## src/rtl/axi_wr_router.sv

```systemverilog
// AXI4 write-slave router: decodes a channel from awaddr and streams W beats
// into one of NUM_CH FIFOs, keeping a per-channel index counter.
module axi_wr_router #(
  parameter int unsigned DATA_W = 32,
  parameter int unsigned ID_W   = 4,
  parameter int unsigned NUM_CH = 4,
  parameter int unsigned IDX_W  = 10
) (
  input  logic                clk,
  input  logic                reset,
  input  logic [ID_W-1:0]     axs_s0_awid,
  input  logic [31:0]         axs_s0_awaddr,
  input  logic [7:0]          axs_s0_awlen,
  input  logic [2:0]          axs_s0_awsize,
  input  logic [1:0]          axs_s0_awburst,
  input  logic                axs_s0_awvalid,
  output logic                axs_s0_awready,
  input  logic [DATA_W-1:0]   axs_s0_wdata,
  input  logic [DATA_W/8-1:0] axs_s0_wstrb,
  input  logic                axs_s0_wlast,
  input  logic                axs_s0_wvalid,
  output logic                axs_s0_wready,
  output logic [ID_W-1:0]     axs_s0_bid,
  output logic [1:0]          axs_s0_bresp,
  output logic                axs_s0_bvalid,
  input  logic                axs_s0_bready,
  input  logic [NUM_CH-1:0]   fifo_full,
  output logic [NUM_CH-1:0]   fifo_clr,
  output logic [NUM_CH-1:0]   fifo_push,
  output logic [DATA_W-1:0]   push_data,
  output logic [DATA_W/8-1:0] push_strb,
  output logic [IDX_W-1:0]    push_index,
  output logic                push_last
);

  localparam logic [2:0] ST_INIT = 3'd0;
  localparam logic [2:0] ST_IDLE = 3'd1;
  localparam logic [2:0] ST_DATA = 3'd2;
  localparam logic [2:0] ST_RESP = 3'd3;

  logic [2:0]       state_q, state_d;
  logic [ID_W-1:0]  awid_q;
  logic [3:0]       sel_q;
  logic             l_q;
  logic [7:0]       len_q;
  logic [2:0]       size_q;
  logic [1:0]       burst_q;
  logic [7:0]       cnt_q;
  logic             bad_q;
  logic             slverr_q;
  logic [IDX_W-1:0] idx_q [NUM_CH];

  logic [3:0]       aw_sel;
  logic             aw_bad;
  logic             aw_hs;
  logic             w_hs;
  logic             last_beat;
  logic             wlast_err;
  logic             push_en;
  logic             full_sel;
  logic [IDX_W-1:0] idx_sel;
  logic             unused_ok;

  assign aw_sel    = axs_s0_awaddr[7:4];
  assign aw_bad    = 5'(aw_sel) >= 5'(NUM_CH);
  assign aw_hs     = (state_q == ST_IDLE) && axs_s0_awvalid;
  assign w_hs      = (state_q == ST_DATA) && axs_s0_wvalid && axs_s0_wready;
  assign last_beat = (cnt_q == len_q);
  assign wlast_err = axs_s0_wlast ^ last_beat;
  assign push_en   = w_hs && !bad_q;

  // Bits of the address/burst fields that the router deliberately ignores
  assign unused_ok = ^{axs_s0_awaddr[31:8], axs_s0_awaddr[3:1], size_q, burst_q};

  // Full flag and index counter of the selected channel
  always_comb begin
    full_sel = 1'b0;
    idx_sel  = '0;
    for (int unsigned i = 0; i < NUM_CH; i++) begin
      if (sel_q == 4'(i)) begin
        full_sel = fifo_full[i];
        idx_sel  = idx_q[i];
      end
    end
  end

  always_ff @(posedge clk) begin
    if (reset) state_q <= ST_INIT;
    else       state_q <= state_d;
  end

  always_comb begin
    state_d        = state_q;
    axs_s0_awready = 1'b0;
    axs_s0_wready  = 1'b0;
    axs_s0_bvalid  = 1'b0;
    fifo_clr       = '0;
    case (state_q)
      ST_INIT: begin
        // Clear pulse only once reset has been released
        fifo_clr = reset ? '0 : '1;
        state_d  = ST_IDLE;
      end
      ST_IDLE: begin
        axs_s0_awready = 1'b1;
        if (axs_s0_awvalid) state_d = ST_DATA;
      end
      ST_DATA: begin
        axs_s0_wready = bad_q || !full_sel;
        if (axs_s0_wvalid && (bad_q || !full_sel) && last_beat) state_d = ST_RESP;
      end
      ST_RESP: begin
        axs_s0_bvalid = 1'b1;
        if (axs_s0_bready) state_d = ST_IDLE;
      end
      default: state_d = ST_INIT;
    endcase
  end

  // Captured AW fields, beat counter and response status
  always_ff @(posedge clk) begin
    if (reset) begin
      awid_q   <= '0;
      sel_q    <= '0;
      l_q      <= 1'b0;
      len_q    <= '0;
      size_q   <= '0;
      burst_q  <= '0;
      cnt_q    <= '0;
      bad_q    <= 1'b0;
      slverr_q <= 1'b0;
    end else if (aw_hs) begin
      awid_q   <= axs_s0_awid;
      sel_q    <= aw_sel;
      l_q      <= axs_s0_awaddr[0];
      len_q    <= axs_s0_awlen;
      size_q   <= axs_s0_awsize;
      burst_q  <= axs_s0_awburst;
      cnt_q    <= '0;
      bad_q    <= aw_bad;
      slverr_q <= aw_bad;
    end else if (w_hs) begin
      cnt_q <= cnt_q + 8'd1;
      if (wlast_err) slverr_q <= 1'b1;
    end
  end

  // Index counters advance after the final beat of an L=1 transaction
  always_ff @(posedge clk) begin
    for (int unsigned i = 0; i < NUM_CH; i++) begin
      if (reset || (state_q == ST_INIT)) begin
        idx_q[i] <= '0;
      end else if (push_en && last_beat && l_q && (sel_q == 4'(i))) begin
        idx_q[i] <= idx_q[i] + IDX_W'(1);
      end
    end
  end

  always_comb begin
    fifo_push = '0;
    for (int unsigned i = 0; i < NUM_CH; i++) begin
      fifo_push[i] = push_en && (sel_q == 4'(i));
    end
  end

  assign push_data    = push_en ? axs_s0_wdata : '0;
  assign push_strb    = push_en ? axs_s0_wstrb : '0;
  assign push_index   = push_en ? idx_sel : '0;
  assign push_last    = push_en && last_beat && l_q;
  assign axs_s0_bid   = (state_q == ST_RESP) ? awid_q : '0;
  assign axs_s0_bresp = ((state_q == ST_RESP) && slverr_q) ? 2'b10 : 2'b00;

endmodule

```

## config.mk

```make
export PLATFORM = sky130hd
export DESIGN_NAME = axi_wr_router
export DESIGN_NICKNAME = d
export VERILOG_FILES = /design/src/rtl/axi_wr_router.sv
export SDC_FILE = /design/constraint.sdc
export NUM_CORES = 1
export LEC_CHECK = 0
export ABC_AREA = 1
export CORE_MARGIN = 4
export CORE_UTILIZATION = 41
export DETAILED_ROUTE_END_ITERATION = 16
export PLACE_DENSITY = 0.78
export SYNTH_ARGS = -nofsm -noshare
export SYNTH_HDL_FRONTEND = slang
export SYNTH_SLANG_ARGS = --single-unit
```

## constraint.sdc

```tcl
create_clock -name clk -period 2.1 [get_ports clk]
set_input_delay 0.21 -clock clk [delete_from_list [all_inputs] [get_ports clk]]
set_output_delay 0.21 -clock clk [all_outputs]
set_load 0.005 [all_outputs]
```

==> qor.yml <==
hold_path.class: "flip-flop to flip-flop"
syn_inst: 554
placed_area_sq_um: 5890
fin_tns_setup_ps: -218
dieArea_sq_um: 12100
final_nets: 830
antenna_found_initial: 0
drive_above_1_share_pct: 31.1
grt_start_max_net_pins: 30
whs_endpoint: "len_q[7]"
vias_per_cell: 4.80
vdd_drop_max_uv: 480
fin_crit_ps: 2140
syn-num-nets: 659
clk_pin_slew_ps: 80
synth_seq_cells: 69
rsz0062_at_grt: "true"
dpl_worst_slack_ps: -293
grt_pass1_wl_um: 18600
grt_pass1_vias: 3861
cp-start-kind: "flip-flop"
r2r_slack_ps: 70
cts.sinks: 69
final_util_pct: 64.5
root_buffer: "clkbuf_8"
status: "finished, violations left"
worst_r2r_path_depth: 12
grt_overflow: 0
syn_area_sq_um: 4260
r2r_end: "idx_q[2][9]"
timing.final.hold_violations: 0
insertion_delay_ps: 350
core_sq_um: 9950
globalplace.congestion: 0.890
io_pins: 159
cts_max_level: 3
fin_crit_sh_pct: 102
vias: 4139
pwr_density_cell_nw_per_um2: 851
ys_seq_area_share_pct: 41.8
numPortBuffers: 125
hpwl_um: 8830
whs_path_depth: 2
clockBufferDepth: 2
cp.required_ps: 1890
die_w_um: 110
ant_nets: 0
seq_power_share_pct: 38.2
multi_input_area_sq_um: 2330
dr.pass1.iters: 4
drv_cap: 0
worstHoldStart: "len_q[7]"
cell_internal_pwr_mw: 3.40
clockPowerShare_pct: 18.1
die_h_um: 110
layout_commonest_cell: "inv_1"
syn-mean-instance-area_sq_um: 7.69
slew_viol_final: 0
cts_tree: "built"
switching_share_pct: 37.8
worst-path-max-fanout: 7
yosysWarnings: 0
seqCellArea_sq_um: 1790
timing.final.ws_setup_ps: -39.7
diodes: 0
final.setup_skew_ps: 15.3
drt_iter0_markers: 150
final_cell_mix: "83 x inv_1, 77 x nand2_1, 75 x nor2_1"
ys_types: 35
fill_cells: 805
p_sw_mw: 2.06
max_freq_ghz: 0.467
p_leak_nw: 2.83
violations: "negative setup slack"
yosys-top-cells-area: "edfxtp_1 28%, dfxtp_1 14%, nor2_1 9.9%"
wl_per_cell_um: 13.9
synth_top_area_cell: "edfxtp_1"
finalSetupViolCount: 19
numCtsBuffers: 9
drc_errors: 0
drt_wl_total_um: 12000
critical_path_class: "flip-flop to primary output"
fin_area_sq_um: 6420
regToRegStartpoint: "sel_q[2]"
rows: 36
total_power_mw: 5.46
comb_power_share_pct: 43.7
synth_top_area_share_pct: 28.2
grt.total_usage_pct: 19.5
initial_core_util_pct: 42.8
crit_path_end_kind: "primary output"
syn_to_final_growth_pct: 50.8
crit_arrival_ps: 1930
state kept, by name (all words and copies together) (netlist names):
| signal | flops |
|---|---|
| awid_q | 4 |
| bad_q | 1 |
| cnt_q | 8 |
| idx_q | 40 |
| l_q | 1 |
| len_q | 8 |
| sel_q | 4 |
| slverr_q | 1 |
| state_q | 2 |
stage by stage:
stage,hold slack [ps],instances
after floorplan,377,554
after global placement,457,826
after detailed placement,466,826
after CTS,478,858
after global routing,500,863
final,477,863
how the worst max path moves through the flow:
stage                 startpoint       endpoint  slack (ps)
finish                  sel_q[2]  push_index[1]         -40
global route            sel_q[2]  push_index[1]        -150
CTS                     sel_q[3]  push_index[4]        -150
detailed placement  fifo_full[0]  push_data[21]        -290
global placement    fifo_full[0]  push_data[24]        -220
floorplan             state_q[0]    idx_q[0][0]         100
power by group through the flow:
stage / registers [mW] / logic [mW] / clock network (mW)
2_1_floorplan: 2.03 / 1.12 / 0
3_3_place_gp: 2.07 / 1.94 / 0
3_5_place_dp: 2.09 / 2.00 / 0
4_1_cts: 2.07 / 2.23 / 1.01
5_1_grt: 2.12 / 2.61 / 1.07
6_report: 2.09 / 2.39 / 0.989
synth_stat cells, drive strengths merged:
cell type	number
inv	96
a21oi	31
o21ai	25
nor3	3
buf	11
nand2	86
a221oi	6
clkbuf	7
xnor2	8
nand3b	1
o31ai	1
nor3b	1
xor2	27
or2	1
a22o	2
o22ai	4
conb	1
clkinv	3
dfxtp	29
nor2	129
ha	10
edfxtp	40
nand4	8
nand3	24
worst max-delay path, cell delays in order (launching register included):
cell      delay, ps
dfxtp_2         340
nor2_4          180
nand3b_1        100
nand2_1          80
inv_2            40
o21ai_4          70
nand3_4         100
clkinv_4         80
nand2_8          70
buf_12          140
buf_6           120
a21oi_4         110
buf_2           130
layer usage:
layer  track usage, %  vias to the layer above  routed length [um]
met3             4.64                       15                 627
li1                 -                     2083                   -
met4             5.08                        0                 165
met2             33.3                      109                6170
met5                0                        -                   0
met1             24.6                     1932                5060
logic make-up after synthesis:
kind of cell / Yosys count / synth area share (%)
buffers and inverters: 117 / 11.1
xor gates and xnor gates: 35 / 7.20
AOI/OAI and AO/OA: 69 / 9.08
adders and majority gates: 10 / 2.94
and+or+nand+nor: 253 / 27.7
DFF: 69 / 41.8
other: 1 / 0.0881
final cells by class:
class / instances / area share, %
clock buffers: 12 / 2.42
clock inverters: 4 / 0.331
inverters: 99 / 5.91
multi-input cells: 368 / 36.3
flip-flops and latches: 69 / 27.9
well taps: 133 / 2.59
repair buffers: 178 / 24.5
timing repair:
action | 4_1_cts | 5_1_grt
setup buffers | 13 | 7
pin swaps | 5 | 12
cloned | 3 | 0
endpoints found under the setup margin | 52 | 93
gates resized for setup | 258 | 65
hold buffers | 0 | 0
(Power assumes the default switching activity.)
